[src/rtl/disp_pkg.sv]
// Shared types and defaults for the tail-light switch conditioning path.
// Timing defaults assume a 100 MHz system clock.
package disp_pkg;

  typedef enum logic [1:0] {
    IDLE = 2'd0,
    RUN  = 2'd1,
    HOLD = 2'd2
  } state_t;

  localparam int DB_CYCLES_DEF   = 1000000;  // 10 ms settle time
  localparam int HOLD_CYCLES_DEF = 2500000;  // 25 ms blanking after a reversal

  // One counter width serves both the debounce and hold counters.
  function automatic int cnt_width(input int db_cycles, input int hold_cycles);
    int max_cycles;
    max_cycles = (db_cycles > hold_cycles) ? db_cycles : hold_cycles;
    return $clog2(max_cycles + 1);
  endfunction

endpackage

[src/rtl/sw_debounce.sv]
// Single-bit switch conditioner: two-flop synchroniser followed by a
// counter that accepts a new level only after DB_CYCLES consecutive samples.
module sw_debounce
  import disp_pkg::*;
#(
  parameter int DB_CYCLES = DB_CYCLES_DEF,
  parameter int CNT_W     = cnt_width(DB_CYCLES_DEF, HOLD_CYCLES_DEF)
) (
  input  logic clk,
  input  logic reset,
  input  logic din,
  output logic dout
);

  localparam logic [CNT_W-1:0] CNT_LAST = CNT_W'(DB_CYCLES - 1);

  logic             meta;
  logic             sync;
  logic             stable;
  logic [CNT_W-1:0] cnt;

  // NOTE: non-blocking assignments let meta and sync shift as a true
  // two-stage pipeline; blocking ones would collapse them into one flop.
  always_ff @(posedge clk or negedge reset) begin
    if (!reset) begin
      meta <= 1'b0;
      sync <= 1'b0;
    end else begin
      meta <= din;
      sync <= meta;
    end
  end

  // The counter only runs while the synchronised level disagrees with the
  // accepted one, so it never passes CNT_LAST and cannot wrap.
  always_ff @(posedge clk or negedge reset) begin
    if (!reset) begin
      cnt    <= '0;
      stable <= 1'b0;
    end else if (sync == stable) begin
      cnt <= '0;
    end else if (cnt == CNT_LAST) begin
      stable <= sync;
      cnt    <= '0;
    end else begin
      cnt <= cnt + 1'b1;
    end
  end

  assign dout = stable;

endmodule

[src/rtl/sw_condition.sv]
// Switch conditioning top: debounces enable/direction and blanks the enable
// for HOLD_CYCLES after a direction reversal while the display is running.
module sw_condition
  import disp_pkg::*;
#(
  parameter int DB_CYCLES   = DB_CYCLES_DEF,
  parameter int HOLD_CYCLES = HOLD_CYCLES_DEF
) (
  input  logic       clk,
  input  logic       reset,
  input  logic [1:0] sw_raw,
  output logic [1:0] sw_out,
  output logic       en_db,
  output logic       dir_chg,
  output logic       busy
);

  localparam int               CNT_W     = cnt_width(DB_CYCLES, HOLD_CYCLES);
  localparam logic [CNT_W-1:0] HOLD_LAST = CNT_W'(HOLD_CYCLES - 1);

  logic             dir_db;
  logic             dir_q;
  logic             toggle;
  logic             en_gated;
  state_t           state;
  state_t           state_nxt;
  logic [CNT_W-1:0] hold_cnt;
  logic [CNT_W-1:0] hold_cnt_nxt;

  sw_debounce #(
    .DB_CYCLES(DB_CYCLES),
    .CNT_W    (CNT_W)
  ) u_en_db (
    .clk  (clk),
    .reset(reset),
    .din  (sw_raw[0]),
    .dout (en_db)
  );

  sw_debounce #(
    .DB_CYCLES(DB_CYCLES),
    .CNT_W    (CNT_W)
  ) u_dir_db (
    .clk  (clk),
    .reset(reset),
    .din  (sw_raw[1]),
    .dout (dir_db)
  );

  // dir_q lags dir_db by one cycle, so toggle is high for the single cycle
  // following each accepted direction change.
  assign toggle = dir_db ^ dir_q;

  always_ff @(posedge clk or negedge reset) begin
    if (!reset) begin
      dir_q   <= 1'b0;
      dir_chg <= 1'b0;
    end else begin
      dir_q   <= dir_db;
      dir_chg <= toggle;
    end
  end

  // NOTE: every output of this block is assigned a default before the case
  // statement, so no path leaves a value unassigned and no latch is inferred.
  always_comb begin
    state_nxt    = state;
    hold_cnt_nxt = '0;
    case (state)
      IDLE: begin
        if (en_db) state_nxt = RUN;
      end
      RUN: begin
        // Losing the enable outranks a simultaneous reversal.
        if (!en_db)      state_nxt = IDLE;
        else if (toggle) state_nxt = HOLD;
      end
      HOLD: begin
        if (!en_db) begin
          state_nxt = IDLE;
        end else if (toggle) begin
          hold_cnt_nxt = '0;
        end else if (hold_cnt == HOLD_LAST) begin
          state_nxt = RUN;
        end else begin
          hold_cnt_nxt = hold_cnt + 1'b1;
        end
      end
      default: state_nxt = IDLE;
    endcase
  end

  // en_gated and busy are decoded from the next state so they are driven
  // straight from flops and line up with the state register.
  always_ff @(posedge clk or negedge reset) begin
    if (!reset) begin
      state    <= IDLE;
      hold_cnt <= '0;
      en_gated <= 1'b0;
      busy     <= 1'b0;
    end else begin
      state    <= state_nxt;
      hold_cnt <= hold_cnt_nxt;
      en_gated <= (state_nxt == RUN);
      busy     <= (state_nxt == HOLD);
    end
  end

  assign sw_out = {dir_db, en_gated};

endmodule

[config.mk]
export PLATFORM = sky130hd
export DESIGN_NAME = sw_condition
export DESIGN_NICKNAME = d
export VERILOG_FILES = /design/src/rtl/disp_pkg.sv /design/src/rtl/sw_debounce.sv /design/src/rtl/sw_condition.sv
export SDC_FILE = /design/constraint.sdc
export NUM_CORES = 1
export LEC_CHECK = 0
export ABC_CLOCK_PERIOD_IN_PS = 1900
export CAP_MARGIN = 20
export CELL_PAD_IN_SITES_DETAIL_PLACEMENT = 1
export CELL_PAD_IN_SITES_GLOBAL_PLACEMENT = 2
export CORE_MARGIN = 10
export CORE_UTILIZATION = 36
export CTS_CLUSTER_DIAMETER = 40
export CTS_CLUSTER_SIZE = 10
export DETAILED_ROUTE_END_ITERATION = 10
export HOLD_SLACK_MARGIN = 0.12
export PLACE_DENSITY_LB_ADDON = 0.1
export SLEW_MARGIN = 20
export SYNTH_ARGS = -nofsm -noshare
export SYNTH_HDL_FRONTEND = slang
export SYNTH_HIERARCHICAL = 1
export SYNTH_SLANG_ARGS = --single-unit
[constraint.sdc]
create_clock -name clk -period 1.9 [get_ports clk]
set_input_delay 0.285 -clock clk [delete_from_list [all_inputs] [get_ports clk]]
set_output_delay 0.285 -clock clk [all_outputs]
set_load 0.1 [all_outputs]
==> summary.md <==
| Metric | Value |
|---|---|
| Seq cells post-synth | `78` |
| Slew HR | `0.699` |
| Crit path buf inv count | `2` |
| Die Ht | `123 um` |
| Chip width | `123 um` |
| Avg Inst Size Synth | `9.95 sq um` |
| Port bufs | `8` |
| WL/cell | `16.6 um` |
| Clock skew | `0.0101 ns` |
| Register area share after synthesis | `0.512` |
| Number of buffers created by CTS | `9` |
| Fin crit share | `0.995` |
| # IOs | `9` |
| Status | `complete, no violations` |
| Total track usage | `0.138` |
| Cell-internal power | `2.32 mW` |
| Main synth FF type | `dfrtp_1` |
| Worst setup SP type | `flop` |
| CP cell instances | `or4_4 > buf_6 > o41ai_4 > buf_6 > a21oi_2` |
| Net Sw Frac | `0.236` |
| CP Capture Type | `flop` |
| Vias/cell | `5.27` |
| CTS tree | `yes` |
| Grt ovf | `0` |
| Number of enable flip-flop cells after synthesis | `0` |
| F_max | `529 MHz` |
| Worst endpoint required time | `2.15 ns` |
| Slowest stage cell on the critical path | `or4_4` |
| Total number of yosys warnings | `6` |
| H-tree Lvls | `3` |
| FF+latch area | `1950 sq um` |
| DIE AREA | `15100 sq um` |
| Setup Crit Path Kind | `reg2reg` |
| Peak supply drop | `0.000623 V` |
| GR Util met3 | `0.0442` |
| Crit-path max FO | `6` |
| FFs w/ async S/R, synth | `1.00` |
| Gate power share | `0.041` |
| Area added between synthesis and finish | `29.9%` |
| Num rows | `37` |
| Pre-antenna DRT Iters | `4` |
| Highest cell delay on the worst timing path | `0.55 ns` |
| Most used cell, CP | `buf_6` |
| Worst Max-Slew Pin Slew | `0.451 ns` |
| Vias in the first global route | `3338` |
| Routability Congestion | `0.773` |
| Crit Reg-Reg Startpoint | `u_dir_db/cnt[7]` |
| HP Start | `sw_raw[1]` |
| Initial antenna violation count | `0` |
| Via count | `3124` |
| Power per cell area | `615 nW/um^2` |
| CTS max path bufs | `2` |
| CTS root buffer | `clkbuf_8` |
| Nets | `459` |
| Post-synthesis net count | `390` |
| Sink Count | `78` |
| Psw | `0.720 mW` |
| Met1 usage | `0.170` |
| Clock transition at the registers of the reported paths | `0.08 ns` |
| First-pass GRT wire length | `16600 um` |
| Worst Path Arrival | `2.14 ns` |
| RSZ-0062 raised after global routing | `yes` |
| Area of the multi-input gates | `1950 sq um` |
| Max-slew violation count | `0` |
| Layer with the highest usage | `met2` |
| Pin count of the biggest net entering global routing | `32` |
| Routed Antenna Nets | `0` |
| GR Util met2 | `0.228` |
| CP top delay family | `simple AND/OR/NAND/NOR gates` |
| Worst Hold Class | `in2reg` |
| DR DRC count | `0` |
| Finished Core Util | `0.480` |
| Leak pwr | `1.93 nW` |
| 1st-iter DRT viols | `195` |
| Clock share of power | `0.405` |
| Final setup fails | `0` |
| HPWL after DPL | `6810 um` |
| Layout cells sized above 1 | `0.304` |
| Synth unique cells | `35` |
| Mapped cell area | `3810 sq um` |
| Final worst slack | `0.00936 ns` |
| Routed WL | `9850 um` |
| Setup WS pre-CTS | `-0.0149 ns` |
| Clock Latency Late Sink | `0.37 ns` |
| Maxcap violations | `0` |
| Post-synthesis cell count | `383` |
| Worst setup startpoint | `u_dir_db/cnt[7]` |
| Reg power frac | `0.553` |
| Fill count | `1155` |
| Final hold violation count | `0` |
| Min Clock Period, post-route | `1.89 ns` |
| Ant. Diodes | `0` |
| Initial Utilization | `0.369` |
| Core Area | `10300 sq um` |
final cells by class:
class / instances / share of cell area
Clock inverter: 6 / 0.0126
Inverter: 14 / 0.0106
Multi-Input combinational cell: 276 / 0.393
Clock buffer: 10 / 0.0258
Tap cell: 136 / 0.0344
Sequential cell: 78 / 0.395
Timing Repair Buffer: 73 / 0.129
cells in the mapped netlist (2+ instances only):
| library cell | count | area [sq um] |
|---|---|---|
| dfrtp_1 | 78 | 1950 |
| and2_1 | 4 | 25.0 |
| or2_2 | 3 | 18.8 |
| nand2_1 | 16 | 60.1 |
| a21oi_1 | 19 | 95.1 |
| and3_1 | 7 | 43.8 |
| or4_1 | 13 | 97.6 |
| mux2_2 | 2 | 22.5 |
| or4_4 | 2 | 22.5 |
| nor3_1 | 10 | 50.1 |
| inv_1 | 14 | 52.6 |
| a21oi_2 | 3 | 26.3 |
| o41ai_1 | 3 | 26.3 |
| o31ai_1 | 7 | 52.6 |
| o21a_1 | 2 | 15.0 |
| clkbuf_1 | 8 | 30.0 |
| or3_1 | 17 | 106 |
| nand4_2 | 2 | 25.0 |
| nor4_1 | 12 | 75.1 |
| nand4_1 | 17 | 106 |
| buf_4 | 2 | 15.0 |
| ha_1 | 3 | 37.5 |
| xnor2_1 | 25 | 219 |
| nand3_1 | 24 | 120 |
| o21ai_0 | 13 | 65.1 |
| xor2_1 | 17 | 149 |
| nor2_1 | 44 | 165 |
| buf_2 | 5 | 25.0 |
| nand3b_1 | 2 | 15.0 |
| nor4bb_1 | 4 | 40.0 |
power groups by stage:
stage | Clock [mW] | Sequential (mW) | Combinational (mW)
finish | 1.23 | 1.68 | 0.125
global route | 1.37 | 1.69 | 0.143
CTS | 1.29 | 1.68 | 0.124
detailed placement | 0 | 1.72 | 0.117
global placement | 0 | 1.72 | 0.117
floorplan | 0 | 1.72 | 0.0321
repair_timing:
action,in CTS,in global routing
setup endpoints to repair,19,65
hold buffers,1,0
setup buffers,1,8
resized for setup,12,39
pin swaps,2,17
gates cloned,1,0
hold endpoints to repair,29,0
worst paths after layout:
path	cells past startpoint	to	slack (ns)
hold / removal	1	u_dir_db/meta	0.35
hold reg to reg	0	u_dir_db/sync	0.36
setup / recovery	5	u_dir_db/cnt[21]	0.009
min in group asynchronous	2	dir_chg	0.40
max in group asynchronous	3	u_en_db/cnt[10]	0.98
setup reg to reg	5	u_dir_db/cnt[21]	0.009
routing by layer:
layer	vias to the layer above	share of wire
li1	1511	-
met1	1582	0.46
met2	21	0.50
met3	10	0.028
met4	0	0.0089
met5	-	0
cell usage in the layout (no fill, tap or decap), types with 3 or more instances in the layout:
master | synthesis | routed
nor2_1 | 44 | 39
dfrtp_1 | 78 | 76
nand4_1 | 17 | 17
or3_1 | 17 | 14
o31ai_1 | 7 | 7
buf_4 | 2 | 60
a21oi_1 | 19 | 10
buf_12 | 0 | 5
or4_1 | 13 | 5
o21ai_0 | 13 | 13
xor2_1 | 17 | 17
clkbuf_8 | 0 | 9
and2_1 | 4 | 4
xnor2_1 | 25 | 25
inv_1 | 14 | 14
nor2_2 | 0 | 4
nand2_1 | 16 | 15
nor3_1 | 10 | 10
and3_1 | 7 | 7
nand3_1 | 24 | 22
or4_4 | 2 | 10
nor4_1 | 12 | 11
clkinvlp_4 | 0 | 3
a21oi_2 | 3 | 12
buf_6 | 0 | 5
or2_2 | 3 | 3
or3_4 | 0 | 3
registers in the layout (all words and copies together), names as in the netlist:
signal         count
busy               1
dir_chg            1
dir_q              1
en_gated           1
hold_cnt          22
state              2
u_dir_db/cnt      22
u_dir_db/dout      1
u_dir_db/meta      1
u_dir_db/sync      1
u_en_db/cnt       22
u_en_db/dout       1
u_en_db/meta       1
u_en_db/sync       1
cell families after synthesis:
group	synth area share
DFF	0.512
buffers and inverters	0.0322
and+or+nand+nor	0.268
adders and majority gates	0.00985
muxes	0.00591
xor gates and xnor gates	0.0965
AOI/OAI and AO/OA	0.0758
worst reg2reg max path: cells and delay by family, from the launching register on:
family,cells,cell delay [ns]
compound gates,2,0.49
buf+inv,2,0.36
flops,1,0.39
simple gates,1,0.55
stage by stage:
step	setup TNS (ns)	cells	hold WS, ns	area (sq um)	power, mW
final	0	593	0.350	4950	3.04
after global routing	-1.01	593	0.315	4950	3.20
after CTS	0	585	0.327	4720	3.10
after detailed placement	-0.0682	566	0.267	4470	1.83
after global placement	0	566	0.266	4470	1.83
after floorplan	0	383	-0.0106	3810	1.75
(Power assumes the default switching activity.)
